==> src/rtl/rect_drop_fsm.sv <==
// Per-frame vertical motion sequencer for the falling rectangle.
// Q-format position/velocity, gravity with a cap, and damped floor bounce with rest detection.
module rect_drop_fsm #(
    parameter int unsigned       Y_START      = 0,
    parameter int unsigned       Y_FLOOR      = 552,
    parameter logic signed [8:0] GRAVITY      = 9'sd2,
    parameter logic signed [8:0] V_MAX        = 9'sd240,
    parameter int unsigned       BOUNCE_SHIFT = 1,
    parameter logic signed [8:0] V_REST       = 9'sd16
) (
    input  logic              clk,
    input  logic              rst,
    input  logic              vs,
    input  logic              m_left,
    output logic [11:0]       ypos,
    output logic signed [8:0] velocity,
    output logic [1:0]        state
);

    typedef enum logic [1:0] {
        StIdle = 2'd0,
        StFall = 2'd1,
        StRest = 2'd2
    } state_e;

    localparam logic [15:0] YStartFx = 16'(Y_START << 4);
    localparam logic [15:0] YFloorFx = 16'(Y_FLOOR << 4);

    state_e            state_q;
    logic [15:0]       ypos_fx_q;
    logic signed [8:0] velocity_q;
    logic              vs_q;
    logic              m_left_q;
    logic              pend_q;

    logic              frame_ev;
    logic              rise;
    logic              arm;
    logic signed [9:0] v_sum;
    logic signed [8:0] v_nxt;
    logic signed [9:0] v_ext;
    logic signed [16:0] p_nxt;
    logic [9:0]        v_mag;
    logic [9:0]        m;
    logic              at_rest;
    logic signed [8:0] bounce_v;
    logic              below_start;
    logic              at_floor;

    assign frame_ev = vs_q & ~vs;
    assign rise     = m_left & ~m_left_q;
    // An edge landing in the event cycle itself still arms this frame.
    assign arm      = pend_q | rise;

    always_comb begin
        v_sum       = $signed({velocity_q[8], velocity_q}) + $signed({GRAVITY[8], GRAVITY});
        v_nxt       = (v_sum > $signed({V_MAX[8], V_MAX})) ? V_MAX : v_sum[8:0];
        p_nxt       = $signed({1'b0, ypos_fx_q}) + $signed({{8{v_nxt[8]}}, v_nxt});
        v_ext       = $signed({v_nxt[8], v_nxt});
        v_mag       = v_ext[9] ? 10'(-v_ext) : 10'(v_ext);
        m           = v_mag >> BOUNCE_SHIFT;
        at_rest     = m < {1'b0, V_REST};
        bounce_v    = -$signed(m[8:0]);
        below_start = p_nxt < $signed({1'b0, YStartFx});
        at_floor    = p_nxt >= $signed({1'b0, YFloorFx});
    end

    always_ff @(posedge clk or negedge rst) begin
        if (!rst) begin
            state_q    <= StIdle;
            ypos_fx_q  <= YStartFx;
            velocity_q <= '0;
            vs_q       <= 1'b0;
            m_left_q   <= 1'b0;
            pend_q     <= 1'b0;
        end else begin
            vs_q     <= vs;
            m_left_q <= m_left;
            if (frame_ev) begin
                pend_q <= 1'b0;
            end else if (rise) begin
                pend_q <= 1'b1;
            end

            if (frame_ev) begin
                case (state_q)
                    StIdle: begin
                        if (arm) begin
                            state_q <= StFall;
                        end
                    end
                    StFall: begin
                        if (below_start) begin
                            ypos_fx_q  <= YStartFx;
                            velocity_q <= v_nxt;
                        end else if (at_floor) begin
                            ypos_fx_q <= YFloorFx;
                            if (at_rest) begin
                                velocity_q <= '0;
                                state_q    <= StRest;
                            end else begin
                                velocity_q <= bounce_v;
                            end
                        end else begin
                            ypos_fx_q  <= p_nxt[15:0];
                            velocity_q <= v_nxt;
                        end
                    end
                    StRest: begin
                        if (arm) begin
                            state_q   <= StIdle;
                            ypos_fx_q <= YStartFx;
                        end
                    end
                    default: state_q <= StIdle;
                endcase
            end
        end
    end

    assign ypos     = ypos_fx_q[15:4];
    assign velocity = velocity_q;
    assign state    = state_q;

endmodule

==> config.mk <==
export PLATFORM = sky130hd
export DESIGN_NAME = rect_drop_fsm
export DESIGN_NICKNAME = d
export VERILOG_FILES = /design/src/rtl/rect_drop_fsm.sv
export SDC_FILE = /design/constraint.sdc
export NUM_CORES = 1
export LEC_CHECK = 0
export ABC_AREA = 1
export CELL_PAD_IN_SITES_DETAIL_PLACEMENT = 0
export CELL_PAD_IN_SITES_GLOBAL_PLACEMENT = 1
export CORE_MARGIN = 5
export CORE_UTILIZATION = 42
export DETAILED_ROUTE_END_ITERATION = 10
export MAX_ROUTING_LAYER = met4
export PLACE_DENSITY = 0.87
export SYNTH_ARGS = -nofsm -noshare
export SYNTH_HDL_FRONTEND = slang
export SYNTH_SLANG_ARGS = --single-unit
==> constraint.sdc <==
create_clock -name clk -period 4.75 [get_ports clk]
set_input_delay 0.95 -clock clk [delete_from_list [all_inputs] [get_ports clk]]
set_output_delay 0.95 -clock clk [all_outputs]
set_load 0.02 [all_outputs]
---- Yosys cells after proc, flatten, opt, wreduce, memory -nomap -nowiden ----
Index checks and enable logic that the tools add are counted.
operators by class
  add/sub/neg operators ................... 4
  order comparisons ....................... 4
  eq/ne operators ......................... 7
  multiplexer cells ....................... 17
  bitwise logic cells ..................... 5
  reduce and logical (&&, ||, !) cells .... 6
operators with widths
  operator                                                                               count
  16-bit two-way mux                                                                     3
  9-bit two-way mux                                                                      4
  16-bit case mux with 2 select lines                                                    1
  17-bit by 9-bit adder with 17-bit output                                               1
  17-bit by 15-bit greater-or-equal comparator with 1-bit output, second input constant  1
  17-bit by 1-bit less-than comparator with 1-bit output, second input constant          1
  9-bit by 3-bit adder with 10-bit output, second input constant                         1
  10-bit by 9-bit > comparator with 1-bit output, second input constant                  1
  10-bit two-way mux                                                                     1
  2-bit two-way mux                                                                      5
  2-bit != test, second input constant                                                   5
  9-bit negation with 10-bit output                                                      1
  9-bit by 5-bit less-than comparator with 1-bit output, second input constant           1
  9-bit negation                                                                         1
  2-bit case mux with 3 select lines                                                     1
  6-bit AND reduction                                                                    1
  2-bit nonzero test                                                                     2
  3-bit AND reduction                                                                    1
  1-bit bitwise AND                                                                      2
  2-bit by 1-bit == test with 1-bit output, second input constant                        1
  2-bit == test, second input constant                                                   1
  2-bit logical NOT                                                                      1
  1-bit two-way mux                                                                      2
  1-bit NOT                                                                              2
  other kinds (2)                                                                        2
word-level totals
  register bits ........................... 30

---- Longest topological paths before layout ----
Gate-level depths: netlist (run 1).
  word-level depth ........................ 10
  depth in mapped cells ................... 35
  mapped depth without buffers ............ 34

---- Worst setup path after synthesis (run 1) ----
No wires, ideal clock.
  path type ............................... register to register
  from .................................... register velocity_q[1], in the netlist velocity[1]
  to ...................................... register velocity_q[6], in the netlist velocity[6]
  library setup time ...................... 117 ps
  arrival time ............................ 3687 ps
  data required time ...................... 4633 ps
  slack ................................... 946 ps
  stages on the path, launching flop included .. 35
  path buffers ............................ 1
  clock period less this slack ............ 3804 ps
  path through ............................ dfrtp_1 -> ha_1 -> nand3_1 -> nand2_1 -> nand2_1 -> nand2_1 -> nor2_1 -> nand2_1 -> nand2_1 -> nand2_2 -> buf_6 -> inv_1 -> nor2_1 -> ha_1 -> fa_1 -> nand3_1 -> nand2_1 -> nand2_1 -> nand2_1 -> nand2_1 -> nand2_1 -> nand3_1 -> nand2_1 -> nand2_1 -> nand2_2 -> inv_1 -> nand2_1 -> nor2_2 -> nand2_1 -> nand2_2 -> nand2_1 -> nand2_1 -> nor2_1 -> nand2_1 -> nand2_1
between the ends
  word-level cells in the longest chain between the ends .. 9
  elaborated cells on any way between the ends .. 13
  classes of those cells .................. add/sub: 4; order compare: 4; mux: 5
RTL lines
  item                                                                                            RTL line  text
  start, declared                                                                                 31        logic signed [8:0] velocity_q;
  start signal, assigned                                                                          95        velocity_q <= v_nxt;
  start signal, assigned                                                                          102       velocity_q <= bounce_v;
  start signal, assigned                                                                          106       velocity_q <= v_nxt;
  9-bit by 3-bit adder with 10-bit output (*)                                                     56        v_sum = $signed({velocity_q[8], velocity_q}) + $signed({GRAVITY[8], GRAVITY});
  10-bit by 9-bit > comparator with 1-bit output                                                  57        v_nxt = (v_sum > $signed({V_MAX[8], V_MAX})) ? V_MAX : v_sum[8:0];
  9-bit two-way mux (*)                                                                           57
  9-bit negation with 10-bit output                                                               60        v_mag = v_ext[9] ? 10'(-v_ext) : 10'(v_ext);
  10-bit two-way mux                                                                              60
  9-bit negation / 9-bit by 5-bit less-than comparator with 1-bit output (equally long branches)  63, 62
  9-bit two-way mux                                                                               98        if (at_rest) begin
  9-bit two-way mux                                                                               96        end else if (at_floor) begin
  9-bit two-way mux (*)                                                                           93        if (below_start) begin
Every way passes the cells marked *; elsewhere a longest branch is shown, timed or not.
A chain may end at the register's enable or synchronous reset.

---- Worst setup path after layout (run 1) ----
  from .................................... register velocity_q[1], in the netlist velocity[1]
  to ...................................... register velocity_q[8], in the netlist velocity[8]
The elaborated chain is that of the path after synthesis.

==> results of run 1 <==
[per-layer routing]
layer	track usage	part of all wire	vias up	wire length, µm
li1	-	-	1334	-
met1	0.2471	0.49	1201	3426
met2	0.2680	0.45	64	3166
met3	0.03058	0.049	10	344
met4	0.04401	0.012	0	84
met5	-	0	-	0
[final cells by class]
class                   count  area (µm²)
repair buffers             31       297.8
clock inverters             1       5.005
fillers                   670        3243
multi-input cells         307        1719
flip-flops and latches     30       750.7
well taps                  77       96.34
clock buffers               7       86.33
inverters                  50       187.7
[registers in the layout, indices dropped and copies added (netlist names)]
name	flops
vs_q	1
m_left_q	1
velocity	9
ypos_fx_q	16
pend_q	1
state	2
[logic make-up (layout without fill, tap and decap cells)]
logic type,Yosys count,count (layout),synth area share
AOI/OAI and AO/OA,63,63,0.1367
adders and majority gates,20,20,0.09321
buffers and inverters,68,89,0.1122
and+or+nand+nor,205,205,0.3208
xor gates and xnor gates,19,19,0.06562
DFF,30,30,0.2715
[path summary, 6_finish.rpt]
path,end
min in group asynchronous,ypos_fx_q[10]
hold / removal,ypos_fx_q[2]
setup reg to reg,velocity[8]
max in group asynchronous,ypos_fx_q[13]
setup / recovery,velocity[8]
hold reg to reg,ypos_fx_q[2]
[cell usage in the layout (no fill, tap or decap), drive strengths merged, types with 2 or more instances in the layout]
cell           instances
a21oi                 25
a22oi                  3
buf                    5
clkbuf                 7
clkdlybuf4s50         26
clkinv                 3
dfrtp                 30
ha                    19
inv                   48
nand2                128
nand3                 32
nand3b                 2
nand4                  3
nor2                  37
nor3                   2
o211ai                 2
o21ai                 19
o21bai                 3
o31ai                  6
xnor2                  9
xor2                  10
[worst max-delay path, delay by kind of cell (launching register included)]
kind	cells	cell delay (ns)
compound gates	2	0.29
fa+ha+maj	3	0.88
simple gates	22	2.06
buf+inv	3	0.42
flops	1	0.43
[per-stage QoR]
step | setup slack [ns] | instance area, µm² | utilization | hold slack (ns)
5_1_grt | 0.04243 | 3143 | 0.4922 | 0.5194
6_report | 0.5266 | 3143 | 0.4922 | 0.4914
4_1_cts | 0.3381 | 3128 | 0.4898 | 0.4996
2_1_floorplan | 0.9464 | 2765 | - | 0.4528
3_3_place_gp | 0.5007 | 3037 | 0.4755 | 0.4727
3_5_place_dp | 0.3685 | 3037 | 0.4755 | 0.4828
==> run metrics, run 1 <==
Clock Latency Late Sink 0.28 ns; vias in the first global route 2522; syn_nets 429; Mapped Avg Cell Area 6.828 µm²; Post-synth EDFFs 0; Clock Tree Buf Depth 2; post-CTS resize count 0; most area-consuming cells after synthesis dfrtp_1, nand2_1, ha_1; GRT Residual Overflow 0; Startpoint Class flop; max-cap check violation count 0; share of cells above drive strength 1 0.08216; Vias 2609; DPL Wire Length 5.513 mm; Slew HR 0.5002; count leader, synth nand2_1; Synth async-reset ratio 1.000; crit-path max cell delay 0.43 ns; Worst setup EP type flop; clk_skew 0.006281 ns; Seq/Total Area, Yosys 0.2715; First-pass DRT Iterations 4; Final Net Count ~450; Ys Warns 0; IO buf count 26; die width 91.14 µm; die area 8307 µm²; DR WL/cell 13.96 µm; Final TNS setup 0 ns; Antenna Cells 0; Final Max Tran Viols 0; Main synth FF type dfrtp_1; worst reg-to-reg setup slack 0.53 ns; IO Pins 27; GP Congestion 0.9011; final hold vios 0; DRC errors left 0; first-pass GRT wire length 11.87 mm; critical-path maximum fanout 12; Clock Sink Count 30; FMAX 0.2368 GHz; core area 6386 µm²; post-synthesis register bit count 30; Worst R2R Path Depth 30; most used cell, CP nand2_1; std cell rows 29; CTS tree built; Post-Syn Instances around 410; endpoints failing setup 0; Netlist cell types 40; Die Height 91.14 µm; Final Cycle Share 0.8891; worst r2r src velocity[1]; Num CTS Buffers 5; CP Launch Point velocity[1]; DRT Wirelength ~7.0 mm; Worst-Margin Slew between 0.7 and 0.8 ns; Starting Density 0.4330; Hold Path Class reg -> reg; worst path arrival time between 4 and 5 ns; largest net degree at the start of global routing 31; Hold Startpoint ypos_fx_q[2]; status finished, final reports clean; Cell Area, Synth 2765 µm²; DR vias/cell just over 5; post-synth top area share 0.2715; Post-synth top cells nand2_1, inv_1, nor2_1; hold-critical path depth 2; highest-delay cell along the critical path dfrtp_1; GRT Total Usage 0.1774; initial antenna violation count 0; cts hold-fix bufs 0; Final Non-Filler Cells between 500 and 600; Synth-to-Final Area Change 13.66%; dominant cell type by area after synthesis dfrtp_1; Crit Path Class reg -> reg; post-CTS setup buffers 0; total placed cells including tap cells 495; Max H-tree Level 2; DRT iter0 DRCs 97; Tmin final between 4 and 5 ns; root buffer cell clkbuf_8; Antenna Violating Nets Remaining 0; worst path required time 4.91 ns; clock transition at the registers of the reported paths 0.07 ns; unrepaired setup endpoints after global routing false
Power of run 1 is not shown: default switching activity piles up to over one toggle a cycle in this logic, so the estimate is an artifact.
==> run 2, diff against run 1 <==
--- a/config.mk
+++ b/config.mk
@@ -12,7 +12,7 @@
 export CORE_UTILIZATION = 42
 export DETAILED_ROUTE_END_ITERATION = 10
 export MAX_ROUTING_LAYER = met4
-export PLACE_DENSITY = 0.87
+export PLACE_DENSITY = 0.91
 export SYNTH_ARGS = -nofsm -noshare
 export SYNTH_HDL_FRONTEND = slang
 export SYNTH_SLANG_ARGS = --single-unit
==> run 2 against run 1 <==
Effect of this change: global-route usage rose by 0.063 points; worst hold slack better by 0.0038 ns; final cell count unchanged; critical path depth grew 3; non-clock buffer count unchanged.
==> run metrics, run 2 (synthesized netlist as in run 1, its figures left out) <==
hold slack final 0.4952 ns (+0.003839 ns); area of the multi-input gates 1704 µm² (-0.87%); endpoints failing setup 0 (unchanged); crit-path max cell delay 0.43 ns (about the same); Clock Sink Count 30 (unchanged); FMAX 0.2379 GHz (+0.45%); First-pass DRT Iterations 4 (unchanged); Num CTS Buffers 5 (unchanged); Antenna Violating Nets Remaining 0 (unchanged); commonest non-fill, non-tap cell in the layout nand2_1; core area 6386 µm² (unchanged); Final Net Count 449 (unchanged); Top reg by flops ypos_fx_q; die area 8307 µm² (unchanged); DRT Wirelength 6.950 mm (-1.0%); vias in the first global route 2528 (+0.24%); share of cells above drive strength 1 0.07981 (-0.002347); final hold vios 0 (unchanged); cts hold-fix bufs 0 (unchanged); DR WL/cell 13.82 µm (-1.0%); Worst-Margin Slew 0.6308 ns (-0.1170 ns); Clock Tree Buf Depth 2 (unchanged); unrepaired setup endpoints after global routing false; worst path arrival time 4.39 ns (about the same); Antenna Cells 0 (unchanged); max-cap check violation count 0 (unchanged); Max H-tree Level 2 (unchanged); most used cell, CP nand2_1; first-pass GRT wire length 12.00 mm (+1.1%); GP Congestion 0.9153 (+1.6%); DR vias/cell 5.107 (-1.5%); DRT iter0 DRCs 160 (+65%); initial antenna violation count 0 (unchanged); worst path required time 4.93 ns (+0.02 ns); std cell rows 29 (unchanged); Final TNS setup 0 ns (unchanged); critical-path maximum fanout 12 (unchanged); highest-delay cell along the critical path dfrtp_1; DRC errors left 0 (unchanged); GRT Residual Overflow 0 (unchanged); Final Max Tran Viols 0 (unchanged); root buffer cell clkbuf_8; Slew HR 0.5781 (+0.07791); Clock Latency Late Sink 0.29 ns (about the same); post-CTS resize count 0 (unchanged); Vias 2569 (-1.5%); Starting Density 0.4330 (unchanged); Crit Path Class reg -> reg; clk_skew 0.006202 ns (-0.00007869 ns); Hold Path Class reg -> reg; max FFs per register 16 (unchanged); DPL Wire Length 5.518 mm (about the same); Worst setup EP type flop; die width 91.14 µm (unchanged); Final Cycle Share 0.8851 (-0.004016); Die Height 91.14 µm (unchanged); Startpoint Class flop; post-CTS setup buffers 0 (unchanged); status finished, final reports clean; most frequent cells in the layout nand2_1, inv_1, nor2_1, dfrtp_1, nand3_1; IO buf count 26 (unchanged); largest net degree at the start of global routing 20 (-35%); CTS tree built; clock transition at the registers of the reported paths 0.07 ns (about the same); Reg area 750.7 µm² (unchanged); Tmin final 4.204 ns (-0.01908 ns); Fill cells 654 (-2.4%); GRT Total Usage 0.1780 (+0.0006337); IO Pins 27 (unchanged); Synth-to-Final Area Change 13.26%
## run 2: layout make-up
class                   instances  area share
clock buffers                   6     0.02637
repair buffers                 31     0.09509
well taps                      77     0.03076
flip-flops and latches         30      0.2397
clock inverters                 2    0.003995
multi-input cells             307      0.5441
inverters                      50     0.05993
## run 2: routing by layer
layer,wire length (µm),global-route usage,up-vias
li1,-,-,1338
met1,3536,0.2593,1177
met2,3070,0.2566,50
met3,314,0.02893,4
met4,29,0.04401,0
met5,0,-,-
## run 2: worst paths after layout
kind | from | end | slack [ns] | depth (start not counted)
max in group asynchronous | rst | velocity[5] | 3.00 | 2
min | ypos_fx_q[2] | ypos_fx_q[2] | 0.50 | 2
max | velocity[1] | velocity[6] | 0.55 | 33
min reg2reg | ypos_fx_q[2] | ypos_fx_q[2] | 0.50 | 2
max reg2reg | velocity[1] | velocity[6] | 0.55 | 33
min in group asynchronous | rst | ypos_fx_q[6] | 1.05 | 1
## run 2: worst max-delay path, delay by kind of cell (launching register included)
kind / cells / cell delay, ns
AND/OR/NAND/NOR: 28 / 2.61
adder cells (fa/ha/maj): 3 / 0.89
flip-flops: 1 / 0.43
buffers and inverters: 2 / 0.18
## run 2: stage by stage
stage / util / setup WS (ns) / cells / instance area [µm²]
floorplan: - / 0.9464 / 405 / 2765
global placement: 0.4755 / 0.6873 / 495 / 3037
detailed placement: 0.4755 / 0.5722 / 495 / 3037
CTS: 0.4904 / 0.5692 / 503 / 3132
global route: 0.4904 / 0.003865 / 503 / 3132
finish: 0.4904 / 0.5457 / 503 / 3132
Power of run 2 is left out for the same reason.
==> run 3, diff against run 2 <==
--- a/config.mk
+++ b/config.mk
@@ -6,13 +6,14 @@
 export NUM_CORES = 1
 export LEC_CHECK = 0
 export ABC_AREA = 1
+export CAP_MARGIN = 5
 export CELL_PAD_IN_SITES_DETAIL_PLACEMENT = 0
 export CELL_PAD_IN_SITES_GLOBAL_PLACEMENT = 1
 export CORE_MARGIN = 5
-export CORE_UTILIZATION = 42
+export CORE_UTILIZATION = 38
 export DETAILED_ROUTE_END_ITERATION = 10
 export MAX_ROUTING_LAYER = met4
-export PLACE_DENSITY = 0.91
+export PLACE_DENSITY = 0.88
 export SYNTH_ARGS = -nofsm -noshare
 export SYNTH_HDL_FRONTEND = slang
 export SYNTH_SLANG_ARGS = --single-unit
==> constraint.sdc (replaced) <==
create_clock -name clk -period 3.45 [get_ports clk]
set_input_delay 0.69 -clock clk [delete_from_list [all_inputs] [get_ports clk]]
set_output_delay 0.69 -clock clk [all_outputs]
set_load 0.02 [all_outputs]
==> run 3 against run 2 <==
Effect of this change: the flow now finishes with violations (setup timing); setup slack worse by 0.61 ns; sequential share of layout area down 5.5 points; critical path depth decreased by 4; worst hold slack better by 0.011 ns; flip-flop and latch count unchanged; via count increased by 14%; first-iteration DRC count shrank 3.1%; largest cell class unchanged.
==> run metrics, run 3 (synthesized netlist as in run 1, its figures left out) <==
std cell rows 31 (+6.9%); die width 95.31 µm (+4.6%); Die Height 95.31 µm (+4.6%); crit-path max cell delay 0.41 ns (-0.02 ns); final worst slack -0.06909 ns (-0.6148 ns); CTS tree built; root buffer cell clkbuf_8; Vias 2936 (+14%); post-layout utilization of the core 0.5712 (+0.08083); CP bufs+invs 2 (unchanged); CP delay by family, top simple AND/OR/NAND/NOR gates; IO buf count 26 (unchanged); Hold Path Class reg -> reg; highest-delay cell along the critical path dfrtp_2; Clock Tree Buf Depth 2 (unchanged); DR vias/cell 4.934 (-3.4%); Num CTS Buffers 5 (unchanged); Tmin final 3.519 ns (-0.6852 ns); status finished, violations left; max-cap check violation count 0 (unchanged); met3 GRT Util 0.02052 (-0.008405); max FFs per register 16 (unchanged); worst path required time 3.65 ns (-1.28 ns); M1 GR Usage 0.2308 (-0.02847); gr busiest metal met2; FMAX 0.2842 GHz (+19%); vias in the first global route 2811 (+11%); unrepaired setup endpoints after global routing true; GP Congestion 0.9110 (-0.47%); GRT Total Usage 0.1855 (+0.007479); Antenna Cells 0 (unchanged); die area 9083 µm² (+9.3%); most used cell, CP nand2_2; core area 7176 µm² (+12%); DPL Wire Length 5.953 mm (+7.9%); met2 Resource Use GR 0.3137 (+0.05709); Startpoint Class flop; Final Cycle Share 1.020 (+0.1349); Final Max Tran Viols 0 (unchanged); commonest non-fill, non-tap cell in the layout nand2_1; GRT Residual Overflow 0 (unchanged); Clock Latency Late Sink 0.29 ns (about the same); Worst-Margin Slew 0.4009 ns (-0.2299 ns); dpl ws -0.1422 ns (-0.7144 ns); Crit Path Class reg -> reg; initial antenna violation count 0 (unchanged); endpoints failing setup 12 (+12); failing checks setup timing; largest net degree at the start of global routing 31 (+55%); Synth-to-Final Area Change 48.24%; critical-path maximum fanout 8 (-4); Worst setup EP type flop; Hold Startpoint pend_q; most frequent cells in the layout nand2_1, buf_4, inv_1, nor2_1, clkdlybuf4s50_1; worst r2r src velocity[1]; cts hold-fix bufs 0 (unchanged); DRT iter0 DRCs 155 (-3.1%); Final Non-Filler Cells 595 (+18%); Max H-tree Level 2 (unchanged); Final Net Count 519 (+16%); clock transition at the registers of the reported paths 0.07 ns (about the same); Top reg by flops ypos_fx_q; DR WL/cell 13.67 µm (-1.0%); First-pass DRT Iterations 4 (unchanged); first-pass GRT wire length 13.03 mm (+8.6%); Slew HR 0.7327 (+0.1546); DRT Wirelength 8.136 mm (+17%); hold slack final 0.5060 ns (+0.01072 ns); final hold vios 0 (unchanged); Starting Density 0.3854 (-0.04764); total placed cells including tap cells 577 (+17%); CP Launch Point velocity[1]; Fill cells 653 (-0.15%); worst path arrival time 3.72 ns (-0.67 ns); Clock Sink Count 30 (unchanged); clk_skew 0.004512 ns (-0.001690 ns); DRC errors left 0 (unchanged); Antenna Violating Nets Remaining 0 (unchanged); share of cells above drive strength 1 0.3508 (+0.2710); IO Pins 27 (unchanged)
-- run 3: per-stage QoR --
| step | instance area [µm²] | setup TNS, ns |
|---|---|---|
| floorplan | 2845 | -0.3366 |
| global placement | 3595 | -0.5228 |
| detailed placement | 3595 | -1.530 |
| CTS | 3770 | 0 |
| global route | 4099 | -5.682 |
| finish | 4099 | -0.5216 |
-- run 3: worst register-to-register path: cells and delay by family, from the launching register on --
kind                     cells  cell delay, ns
buffers and inverters        2            0.22
adder cells (fa/ha/maj)      3            0.75
XOR/XNOR                     1            0.15
flip-flops                   1            0.41
AND/OR/NAND/NOR             21            1.61
AO/OA/AOI/OAI                2            0.28
-- run 3: routing by layer --
| layer | routed length, µm | vias to the layer above |
|---|---|---|
| li1 | - | 1478 |
| met1 | 3554 | 1379 |
| met2 | 4125 | 60 |
| met3 | 299 | 19 |
| met4 | 156 | 0 |
| met5 | 0 | - |
-- run 3: final timing paths --
| kind | endpoint | slack [ns] | cells after the start |
|---|---|---|---|
| max | velocity[5] | -0.07 | 29 |
| min | pend_q | 0.51 | 2 |
| max reg2reg | velocity[5] | -0.07 | 29 |
| min reg2reg | pend_q | 0.51 | 2 |
| max in group asynchronous | velocity[2] | 2.33 | 2 |
| min in group asynchronous | ypos_fx_q[12] | 0.80 | 2 |
-- run 3: what timing repair did --
action	CTS	global route
pin swaps	8	39
setup endpoints to repair	20	25
buffers inserted	0	10
gates resized for setup	14	57
cloned	0	0
-- run 3: cell type report --
type | count | area, µm² | area share
Clock buffer | 6 | 82.58 | 0.02015
Clock inverter | 2 | 12.51 | 0.003053
Inverter | 50 | 190.2 | 0.04640
Multi-Input combinational cell | 307 | 2093 | 0.5107
Sequential cell | 30 | 758.2 | 0.1850
Tap cell | 99 | 123.9 | 0.03022
Timing Repair Buffer | 101 | 838.3 | 0.2045
Power of run 3 is left out for the same reason.
